===== src/rtl/sva_result_collector.sv =====
// Collects SVA checker result strobes over a test window, then streams a 4-word
// report (succ, fail, lazy, first-fail period) and issues a one-cycle verdict.
module sva_result_collector #(
    parameter int unsigned W        = 16,
    parameter int unsigned MAX_FAIL = 1
) (
    input  logic         sys_clk_i,
    input  logic         sys_rst_ni,
    input  logic         start_i,
    input  logic         stop_i,
    input  logic         gclk_posedge_flag_i,
    input  logic         succ_i,
    input  logic         fail_i,
    input  logic         lazy_succ_i,
    input  logic         busy_i,
    output logic         running_o,
    output logic         rpt_valid_o,
    input  logic         rpt_ready_i,
    output logic [1:0]   rpt_idx_o,
    output logic [W-1:0] rpt_data_o,
    output logic         verdict_valid_o,
    output logic         verdict_pass_o
);

    typedef enum logic [1:0] {StIdle, StRun, StDrain, StReport} state_e;

    localparam logic [W-1:0] AllOnes  = '1;
    localparam logic [W-1:0] MaxFailW = W'(MAX_FAIL);

    state_e state_q, state_d;

    logic [W-1:0] succ_cnt_q, succ_cnt_d;
    logic [W-1:0] fail_cnt_q, fail_cnt_d;
    logic [W-1:0] lazy_cnt_q, lazy_cnt_d;
    logic [W-1:0] period_cnt_q, period_cnt_d;
    logic [W-1:0] first_fail_q, first_fail_d;
    logic         has_fail_q, has_fail_d;
    logic [1:0]   idx_q, idx_d;
    logic         verdict_valid_q, verdict_valid_d;
    logic         verdict_pass_q, verdict_pass_d;

    logic rpt_fire;
    logic auto_stop;

    function automatic logic [W-1:0] sat_inc(input logic [W-1:0] v, input logic en);
        return (en && (v != AllOnes)) ? v + W'(1) : v;
    endfunction

    assign rpt_fire  = (state_q == StReport) && rpt_ready_i;
    assign auto_stop = (MAX_FAIL != 0) && (fail_cnt_d >= MaxFailW);

    // State register
    always_ff @(posedge sys_clk_i or negedge sys_rst_ni) begin
        if (!sys_rst_ni) begin
            state_q <= StIdle;
        end else begin
            state_q <= state_d;
        end
    end

    // Next-state logic
    always_comb begin
        state_d = state_q;
        case (state_q)
            StIdle:   if (start_i) state_d = StRun;
            StRun:    if (stop_i || auto_stop) state_d = StDrain;
            StDrain:  if (!busy_i) state_d = StReport;
            StReport: if (rpt_fire && (idx_q == 2'd3)) state_d = StIdle;
            default:  state_d = StIdle;
        endcase
    end

    // Output logic
    always_comb begin
        running_o       = (state_q == StRun) || (state_q == StDrain);
        rpt_valid_o     = (state_q == StReport);
        rpt_idx_o       = idx_q;
        rpt_data_o      = '0;
        verdict_valid_o = verdict_valid_q;
        verdict_pass_o  = verdict_pass_q;
        if (state_q == StReport) begin
            case (idx_q)
                2'd0:    rpt_data_o = succ_cnt_q;
                2'd1:    rpt_data_o = fail_cnt_q;
                2'd2:    rpt_data_o = lazy_cnt_q;
                default: rpt_data_o = first_fail_q;
            endcase
        end
    end

    // Counter and report datapath
    always_comb begin
        succ_cnt_d      = succ_cnt_q;
        fail_cnt_d      = fail_cnt_q;
        lazy_cnt_d      = lazy_cnt_q;
        period_cnt_d    = period_cnt_q;
        first_fail_d    = first_fail_q;
        has_fail_d      = has_fail_q;
        idx_d           = idx_q;
        verdict_valid_d = 1'b0;
        verdict_pass_d  = verdict_pass_q;
        case (state_q)
            StIdle: begin
                if (start_i) begin
                    succ_cnt_d     = '0;
                    fail_cnt_d     = '0;
                    lazy_cnt_d     = '0;
                    period_cnt_d   = '0;
                    first_fail_d   = AllOnes;
                    has_fail_d     = 1'b0;
                    idx_d          = 2'd0;
                    verdict_pass_d = 1'b0;
                end
            end
            StRun, StDrain: begin
                succ_cnt_d = sat_inc(succ_cnt_q, succ_i);
                fail_cnt_d = sat_inc(fail_cnt_q, fail_i);
                lazy_cnt_d = sat_inc(lazy_cnt_q, lazy_succ_i);
                if (state_q == StRun) begin
                    period_cnt_d = sat_inc(period_cnt_q, gclk_posedge_flag_i);
                    // Latch the pre-increment period of the cycle carrying the first fail
                    if (fail_i && !has_fail_q) begin
                        first_fail_d = period_cnt_q;
                        has_fail_d   = 1'b1;
                    end
                end
            end
            StReport: begin
                if (rpt_fire) begin
                    idx_d = idx_q + 2'd1;
                    if (idx_q == 2'd3) begin
                        verdict_valid_d = 1'b1;
                        verdict_pass_d  = (fail_cnt_q == '0) && ((|succ_cnt_q) || (|lazy_cnt_q));
                    end
                end
            end
            default: ;
        endcase
    end

    always_ff @(posedge sys_clk_i or negedge sys_rst_ni) begin
        if (!sys_rst_ni) begin
            succ_cnt_q      <= '0;
            fail_cnt_q      <= '0;
            lazy_cnt_q      <= '0;
            period_cnt_q    <= '0;
            first_fail_q    <= AllOnes;
            has_fail_q      <= 1'b0;
            idx_q           <= 2'd0;
            verdict_valid_q <= 1'b0;
            verdict_pass_q  <= 1'b0;
        end else begin
            succ_cnt_q      <= succ_cnt_d;
            fail_cnt_q      <= fail_cnt_d;
            lazy_cnt_q      <= lazy_cnt_d;
            period_cnt_q    <= period_cnt_d;
            first_fail_q    <= first_fail_d;
            has_fail_q      <= has_fail_d;
            idx_q           <= idx_d;
            verdict_valid_q <= verdict_valid_d;
            verdict_pass_q  <= verdict_pass_d;
        end
    end

endmodule


===== config.mk =====
export PLATFORM = sky130hd
export DESIGN_NAME = sva_result_collector
export DESIGN_NICKNAME = d
export VERILOG_FILES = /design/src/rtl/sva_result_collector.sv
export SDC_FILE = /design/constraint.sdc
export NUM_CORES = 1
export LEC_CHECK = 0
export BUFFER_PORTS_ARGS = -buffer_cell sky130_fd_sc_hd__buf_2
export CAP_MARGIN = 10
export CORE_ASPECT_RATIO = 1.25
export CORE_MARGIN = 1
export CORE_UTILIZATION = 55
export DETAILED_ROUTE_END_ITERATION = 6
export GPL_ROUTABILITY_DRIVEN = 0
export GPL_TIMING_DRIVEN = 0
export HOLD_SLACK_MARGIN = 0.15
export PLACE_DENSITY_LB_ADDON = 0.3
export REMOVE_ABC_BUFFERS = 1
export SLEW_MARGIN = 20
export SYNTH_ARGS = -nofsm -noshare
export SYNTH_HDL_FRONTEND = slang
export SYNTH_SLANG_ARGS = --single-unit

===== constraint.sdc =====
create_clock -name sys_clk_i -period 5.75 [get_ports sys_clk_i]
set_clock_uncertainty 0.05 [all_clocks]
set_input_delay 0.2875 -clock sys_clk_i [delete_from_list [all_inputs] [get_ports sys_clk_i]]
set_output_delay 0.2875 -clock sys_clk_i [all_outputs]
set_load 0.02 [all_outputs]

==> summary.txt, run 1 <==
CTS
  – Worst-Skew Late Latency: 0.35 ns
  – Clock sink count: 87
  – Post-CTS Setup Inserts: 0
  – CTS Buffer Depth: 2
  – Root Driver: clkbuf_16
  – Reg clk slew, reported paths: 0.06 ns
  – CTS hold repair buffers: 1
  – Max H-tree Level: 3
  – Post-CTS Resized: 0
  – CTS tree: built
  – Cts bufs inserted: 9

Placed design
  – Placed standard-cell area: 5370 um2
  – Placed cell count: 731
  – IO buf count: 31
  – DP HPWL: 9750 um
  – Worst slack, placed: 2.09 ns

Timing
  – Fin crit share: 0.648
  – Post-layout min period: 3.73 ns
  – Unrepaired setup endpoints after global routing: no
  – Final setup violation count: 0
  – Final hold vios: 0
  – Fmax: 268 MHz
  – Worst slew pin tran: 1.08 ns
  – Worst hold slack: 0.252 ns
  – Sum Neg Setup Slack: 0 ns
  – Slew Limit Headroom: 0.274
  – Max-slew violations: 0
  – Post-route setup slack: 2.02 ns

Cells and area
  – Final Util: 0.623
  – Final instance area: 5680 um2
  – # fillers: 820
  – Layout cell share with drive strength beyond 1: 0.128
  – Commonest cells after routing, fill and taps aside: 103 x nor2_1, 71 x dfrtp_1, 45 x nand2_1
  – Area growth from synthesis to final layout: 9.87%
  – Non-Filler Instances: 748
  – Most common cell after layout, fill and taps aside: nor2_1
  – Total Nets Final: 645
  – Antenna Cells: 0

Pwr
  – Internal cell power: 1.51 mW
  – Total power: 2.65 mW
  – Power per cell area: 466 nW/um2
  – Seq pwr share: 0.337
  – Static Leak: 2.48 nW
  – Maximum vdd drop: 0.000526 V
  – Comb power frac: 0.429
  – Switching Fraction: 0.432
  – Psw: 1.14 mW
  – Clk pwr share: 0.234

Drt
  – DRT iter0 DRCs: 650
  – DRT Wirelength: 13700 um
  – Wirelength per Cell: 18.4 um
  – Drt via density: 6.37
  – Antenna Nets Post-Route: 0
  – TritonRoute pass-1 iters: 7
  – Number of remaining DRC errors: 5
  – Vias after detailed routing: 4768

Outcome
  – Status: finished with violations
  – Failing checks: DRC

Flow run
  – Max-cap violation count: 0

Critical path
  – Worst Path Required: 5.96 ns
  – Startpoint Class: register
  – Worst Path Arrival: 3.94 ns
  – CP startpoint: state_q[0]
  – Peak fanout along the critical path: 22
  – Crit. End Element: register
  – Worst Setup Path Type: reg -> reg
  – RR Startpoint: state_q[0]

Die
  – Chip width: 88.8 um
  – I/O pin cnt: 32
  – Die Y: 110 um
  – Core Region: 9130 um2
  – Initial Utilization: 0.567
  – Die Area: 9800 um2
  – Rows: 39

Synthesis
  – Seq/Total Area, Yosys: 0.425
  – Area leader, netlist: dfrtp_1
  – Synth area leaders: dfrtp_1 34%, dfstp_2 8.1%, nor2_1 7.6%
  – Async SR Flop Fraction: 1.00
  – Unique masters post-synth: 56
  – Yosys Warn Count: 0
  – Yosys reg bits: 87
  – Cell count after synthesis: 607
  – Post-synth EDFFs: 0
  – Main synth FF type: dfrtp_1
  – Top-area cell type share of the netlist area: 0.343
  – Avg Cell Area, Syn: 8.52 um2
  – Post-Syn Area: 5170 um2

Global route
  – Largest net degree at the start of global routing: 46
  – First-pass GRT wire length: 22700 um
  – Initial antenna violation count: 0
  – GRT Resource Usage Total: 0.307
  – Number of global-route vias before repair: 4427
  – Total global routing overflow: 0

Hold path
  – Worst hold start: busy_i
  – Min-Delay Path Class: in -> reg
-- synthesized netlist by cell type (4+ instances only) --
| library cell | instances |
|---|---|
| inv_1 | 36 |
| o41ai_1 | 4 |
| a31oi_1 | 17 |
| or3_1 | 4 |
| nand3_1 | 32 |
| a222oi_1 | 16 |
| o22ai_1 | 4 |
| clkbuf_1 | 27 |
| o21ai_0 | 35 |
| a21oi_1 | 30 |
| o31ai_1 | 5 |
| nand4_1 | 14 |
| ha_1 | 15 |
| dfstp_2 | 16 |
| xor2_1 | 19 |
| and3_1 | 17 |
| nor3_1 | 15 |
| dfrtp_1 | 71 |
| xnor2_1 | 15 |
| nor2_1 | 105 |
| nor4_1 | 12 |
| or4_1 | 4 |
| nand2_1 | 45 |
-- kinds of logic (layout without fill, tap and decap cells) --
| family | count (synthesis) | count (layout) | share of synthesized area |
|---|---|---|---|
| AND/OR/NAND/NOR | 269 | 269 | 0.252 |
| AO/OA/AOI/OAI | 130 | 130 | 0.166 |
| flip-flops | 87 | 87 | 0.425 |
| buffers and inverters | 70 | 88 | 0.0597 |
| XOR/XNOR | 34 | 34 | 0.0576 |
| adder cells (fa/ha/maj) | 15 | 15 | 0.0363 |
| multiplexers | 2 | 2 | 0.00411 |
-- registers in the layout, summed over array words and instances, names as in the netlist --
register,cells
rpt_idx_o,2
period_cnt_q,16
fail_cnt_q,16
verdict_pass_o,1
verdict_valid_o,1
state_q,2
has_fail_q,1
succ_cnt_q,16
lazy_cnt_q,16
first_fail_q,16
-- worst max-delay path: stages (launching register included) --
cell and delay, ns:
dfrtp_1 0.39, ha_1 0.35, inv_1 0.57, nand2_1 0.47, o311ai_2 0.36, o31ai_1 0.13
or4_1 0.55, nor4_2 0.23, nand4_1 0.23, nand2_2 0.14, mux2i_1 0.18
-- worst paths after layout --
kind | to | slack [ns] | depth (start not counted)
setup / recovery | state_q[1] | 2.02 | 10
hold / removal | state_q[1] | 0.25 | 4
setup reg to reg | state_q[1] | 2.02 | 10
hold reg to reg | first_fail_q[11] | 0.45 | 2
max in group asynchronous | first_fail_q[1] | 4.53 | 3
min in group asynchronous | succ_cnt_q[9] | 0.42 | 2
-- power by group through the flow --
stage          sequential [mW]  clock [mW]  combinational [mW]
5_1_grt                  0.909       0.657                1.26
4_1_cts                  0.890       0.629                1.13
2_1_floorplan            0.874           0               0.775
3_3_place_gp             0.894           0                1.06
6_report                 0.893       0.620                1.14
3_5_place_dp             0.901           0                1.12
-- per-layer routing --
layer  vias up  global-route usage  routed length [um]
li1       2199                   -                   -
met1      2289               0.425                5600
met2       250               0.465                6600
met3        30              0.0710                1150
met4         0               0.114                 367
met5         -                   0                   0
-- layout make-up --
type	instances	area, um2	share of cell area
clock buffers	12	236	0.0416
inverters	37	139	0.0244
repair buffers	35	210	0.0370
flip-flops and latches	87	2200	0.387
multi-input cells	450	2680	0.471
clock inverters	4	70.1	0.0123
well taps	123	154	0.0271
(Power assumes the default switching activity.)
==> run 2: changes to the inputs <==
Clock period 5.75 ns to 3.6 ns, I/O delays scaled along.
==> summary.txt, run 2 (synthesis results as in run 1) <==
Timing
  – Unrepaired setup endpoints after global routing: no
  – Slew Limit Headroom: 0.283
  – Final setup violation count: 0
  – Post-route setup slack: 0.204 ns
  – Fmax: 294 MHz
  – Fin crit share: 0.943
  – Max-slew violations: 0
  – Worst slew pin tran: 1.06 ns
  – Post-layout min period: 3.40 ns
  – Final hold vios: 0
  – Sum Neg Setup Slack: 0 ns

Global route
  – Largest net degree at the start of global routing: 46
  – Initial antenna violation count: 0
  – First-pass GRT wire length: 22800 um
  – Number of global-route vias before repair: 4431
  – GRT Resource Usage Total: 0.307
  – Total global routing overflow: 0

Drt
  – TritonRoute pass-1 iters: 6
  – Uppermost layer routed: met4
  – Metal3 WL: 991 um
  – Number of remaining DRC errors: 0
  – Wirelength per Cell: 18.3 um
  – Drt via density: 6.31
  – DRT iter0 DRCs: 580
  – Vias after detailed routing: 4727
  – DRT Wirelength: 13700 um
  – Antenna Nets Post-Route: 0
  – WL met2: 6550 um
  – DRT met1 WL: 5720 um

Critical path
  – Worst Path Arrival: 3.61 ns
  – Worst Setup Path Type: reg -> reg
  – Crit. End Element: register
  – Cell family with most CP delay: simple AND/OR/NAND/NOR gates
  – Slowest cell on crit path: or4_1
  – Peak fanout along the critical path: 22
  – Crit-path max cell delay: 0.54 ns
  – Worst Path Required: 3.82 ns
  – Crit path cell chain: ha_1 -> clkinvlp_4 -> nand2_1 -> o311ai_2 -> o31ai_1 -> or4_1 -> nor4_2 -> nand4_1 -> nand2_2 -> mux2i_1
  – Buf+Inv Stages, Crit Path: 1
  – RR Startpoint: state_q[0]
  – Startpoint Class: register
  – CP startpoint: state_q[0]

CTS
  – Root Driver: clkbuf_16
  – Clock sink count: 87
  – Cts bufs inserted: 9
  – CTS Buffer Depth: 2
  – Worst-Skew Late Latency: 0.35 ns
  – Reg clk slew, reported paths: 0.06 ns
  – Post-CTS Setup Inserts: 0
  – CTS tree: built
  – Max H-tree Level: 3

Die
  – Core Region: 9130 um2
  – Initial Utilization: 0.567
  – Die Y: 110 um
  – Chip width: 88.8 um
  – I/O pin cnt: 32
  – Die Area: 9800 um2
  – Rows: 39

Cells and area
  – Antenna Cells: 0
  – Final instance area: 5710 um2
  – Commonest cells after routing, fill and taps aside: 103 x nor2_1, 71 x dfrtp_1, 44 x nand2_1
  – Layout cell share with drive strength beyond 1: 0.131
  – Area growth from synthesis to final layout: 10.4%
  – Total Nets Final: 646
  – Most common cell after layout, fill and taps aside: nor2_1

Placed design
  – IO buf count: 31
  – Worst slack, placed: -0.0628 ns
  – Placed standard-cell area: 5370 um2
  – DP HPWL: 9750 um

Outcome
  – Status: finished, final reports clean

Pwr
  – Maximum vdd drop: 0.00108 V
  – Power per cell area: 747 nW/um2
  – Static Leak: 2.48 nW

Flow run
  – Max-cap violation count: 0

Hold path
  – Min-Delay Path Class: in -> reg
  – Worst hold start: rpt_ready_i
[run 2: cell types whose count changed in the layout (fill, tap and decap cells not counted)]
cell | previous run | this run
clkinvlp_4 | 0 | 1
nand2_1 | 45 | 44
ha_2 | 2 | 1
dlygate4sd3_1 | 1 | 2
inv_1 | 36 | 35
nand2_2 | 1 | 2
ha_4 | 0 | 1
[run 2: final timing paths]
kind                                     to  slack, ns  cells after the start
min reg2reg                first_fail_q[11]       0.45                      2
max in group asynchronous   first_fail_q[1]       2.48                      3
min                         verdict_valid_o       0.20                      2
min in group asynchronous     succ_cnt_q[9]       0.32                      2
max reg2reg                      state_q[1]       0.20                     10
max                              state_q[1]       0.20                     10
[run 2: layer usage]
metal | track usage | vias to the layer above
met1 | 0.425 | 2273
met3 | 0.0710 | 36
met4 | 0.114 | 0
met2 | 0.465 | 217
li1 | - | 2201
met5 | 0 | -
[run 2: per-stage QoR]
stage	hold WS, ns	cells	total power, mW	util
2_1_floorplan	-0.166	574	2.63	-
3_3_place_gp	0.426	728	3.12	0.582
3_5_place_dp	0.166	731	3.23	0.588
4_1_cts	0.198	749	4.23	0.624
5_1_grt	0.211	749	4.55	0.626
6_report	0.200	749	4.27	0.626
[run 2: report_power, final]
part           internal, mW  leakage (nW)  switching, mW
clock network         0.606         0.151          0.381
registers              1.25          1.14          0.178
logic                 0.577          1.19           1.28
total                  2.43          2.48           1.84
[run 2: what timing repair did]
action	in CTS	in global routing
endpoints found under the setup margin	2	11
resized for setup	1	2
pin swaps	0	0
endpoints found under the hold margin	30	0
hold buffers	2	0
[run 2: cell type report]
type,instances,area (um2)
repair buffers,36,220
fillers,815,3410
clock buffers,12,236
multi-input cells,450,2690
inverters,37,143
clock inverters,4,70.1
well taps,123,154
flip-flops and latches,87,2200
[run 2: worst reg2reg max path: stages, from the launching register on]
cell and delay [ns]:
dfrtp_1 0.39, ha_1 0.37, clkinvlp_4 0.38, nand2_1 0.37, o311ai_2 0.34, o31ai_1 0.12, or4_1 0.54, nor4_2 0.23
nand4_1 0.21, nand2_2 0.13, mux2i_1 0.18
==> run 3: changes to the inputs <==
Settings changed: ABC_AREA set to 1.
==> summary.txt, run 3 <==
Outcome
  – Status: finished, final reports clean

Drt
  – Vias after detailed routing: 5408
  – Number of remaining DRC errors: 0
  – Drt via density: 5.82
  – DRT iter0 DRCs: 448
  – DRT Wirelength: 15300 um
  – Wirelength per Cell: 16.5 um
  – Antenna Nets Post-Route: 0
  – TritonRoute pass-1 iters: 6

CTS
  – CTS Buffer Depth: 2
  – Reg clk slew, reported paths: 0.07 ns
  – Cts bufs inserted: 9
  – Root Driver: clkbuf_16
  – Worst-Skew Late Latency: 0.35 ns
  – Post-CTS Setup Inserts: 0
  – CTS tree: built
  – Max H-tree Level: 3
  – Clock sink count: 87

Cells and area
  – Most common cell after layout, fill and taps aside: nand2_1
  – Layout cell share with drive strength beyond 1: 0.126
  – Commonest cells after routing, fill and taps aside: 182 x nand2_1, 95 x inv_1, 71 x nor2_1, 71 x dfrtp_1, 60 x o21ai_0
  – Total Nets Final: 823
  – Non-Filler Instances: 929
  – Area growth from synthesis to final layout: 10.4%
  – Antenna Cells: 0

Timing
  – Final hold vios: 0
  – Unrepaired setup endpoints after global routing: no
  – Fin crit share: 0.935
  – Final setup violation count: 0
  – Max-slew violations: 0
  – Post-route setup slack: 0.233 ns
  – Slew Limit Headroom: 0.341
  – Fmax: 297 MHz
  – Post-layout min period: 3.37 ns
  – Worst slew pin tran: 0.985 ns

Global route
  – M2 GR Usage: 0.535
  – Number of global-route vias before repair: 5177
  – Met1 Use GR: 0.364
  – Initial antenna violation count: 0
  – Total global routing overflow: 0
  – Most Used Layer, Global Route: met2
  – First-pass GRT wire length: 24900 um
  – GR Util met3: 0.0465
  – Largest net degree at the start of global routing: 46
  – GRT Resource Usage Total: 0.308

Critical path
  – Worst Path Arrival: 3.59 ns
  – Worst Path Required: 3.83 ns
  – Crit. End Element: register
  – Worst Setup Path Type: reg -> reg
  – Peak fanout along the critical path: 22
  – Startpoint Class: register
  – Cells on worst reg2reg path: 12

Placed design
  – DP HPWL: 11300 um
  – Placed cell count: 911
  – IO buf count: 31
  – Worst slack, placed: -0.826 ns

Synthesis
  – Seq/Total Area, Yosys: 0.395
  – Async SR Flop Fraction: 1.00
  – Area leader, netlist: dfrtp_1
  – Post-synth top cells: 184 x nand2_1, 95 x inv_1, 71 x dfrtp_1, 71 x nor2_1, 60 x o21ai_0
  – Unique masters post-synth: 37
  – Most common cell in the netlist: nand2_1
  – Post-Syn Area: 5560 um2
  – Cell count after synthesis: 778
  – Main synth FF type: dfrtp_1
  – Yosys Warn Count: 0
  – Avg Cell Area, Syn: 7.15 um2
  – Top-area cell type share of the netlist area: 0.319
  – Post-synth EDFFs: 0
  – Synth area leaders: dfrtp_1 32%, nand2_1 12%, dfstp_2 7.6%
  – Yosys reg bits: 87

Die
  – Core Region: 9710 um2
  – Die Y: 114 um
  – Die Area: 10500 um2
  – Chip width: 91.9 um
  – Rows: 40
  – I/O pin cnt: 32
  – Initial Utilization: 0.573

Pwr
  – Maximum vdd drop: 0.000383 V
  – Static Leak: 2.83 nW
  – Power per cell area: 736 nW/um2

Hold path
  – Hold Path Depth: 4
  – Min-Delay Path Class: in -> reg

Flow run
  – Max-cap violation count: 0
==> run 3: per-layer routing <==
layer	routed length, um	vias up
li1	-	2617
met1	6280	2536
met2	7500	201
met3	743	54
met4	766	0
met5	0	-
==> run 3: area by class of cell <==
cell class	instances	area (um2)
fillers	860	3570
multi-input cells	564	2880
flip-flops and latches	87	2200
inverters	102	383
clock buffers	9	225
repair buffers	34	198
well taps	126	158
clock inverters	7	96.3
==> run 3: through the flow <==
stage                     total power [mW]  setup TNS, ns  cell area [um2]  hold slack, ns  utilization
after detailed placement              3.42          -8.53             5770           0.189        0.595
final                                 4.52              0             6140           0.170        0.632
after floorplan                       2.78              0             5440          -0.166            -
after global placement                3.35          -5.37             5750           0.404        0.592
after global routing                  4.85              0             6140           0.177        0.632
after CTS                             4.49              0             6130           0.158        0.632
==> run 3: repair_timing <==
item | in CTS | in global routing
resized for setup | 4 | 1
endpoints found under the hold margin | 41 | 0
cloned | 0 | 0
setup endpoints to repair | 34 | 2
hold buffers | 2 | 0
==> run 3: worst max-delay path, stage by stage, from the launching register on <==
cell and delay (ns):
dfrtp_1 0.40, inv_1 0.11, ha_4 0.50, inv_2 0.28
a21oi_4 0.36, nand2_2 0.30, nand2_2 0.33, nand4_1 0.21
nor2_1 0.25, inv_1 0.12, o21ai_0 0.20, nand2_1 0.07
nor2_1 0.10
==> run 3: path summary, 6_finish.rpt <==
path	from	end	slack (ns)
setup / recovery	state_q[0]	succ_cnt_q[15]	0.23
hold / removal	busy_i	state_q[1]	0.17
setup reg to reg	state_q[0]	succ_cnt_q[15]	0.23
hold reg to reg	first_fail_q[8]	first_fail_q[8]	0.44
max in group asynchronous	sys_rst_ni	first_fail_q[5]	2.45
min in group asynchronous	sys_rst_ni	fail_cnt_q[0]	0.34
==> run 3: logic make-up (layout without fill, tap and decap cells) <==
family | after synthesis | count (layout) | share of synthesized area
buf+inv | 127 | 152 | 0.0909
compound gates | 140 | 140 | 0.141
fa+ha+maj | 15 | 15 | 0.0337
flops | 87 | 87 | 0.395
xor+xnor | 12 | 12 | 0.0189
simple gates | 397 | 397 | 0.320
==> run 3: power by group <==
part           switching (mW)  total (mW)  internal [mW]
sequential              0.164        1.41           1.25
combinational            1.55        2.10          0.545
clock                   0.402        1.01          0.610
total                    2.12        4.52           2.41
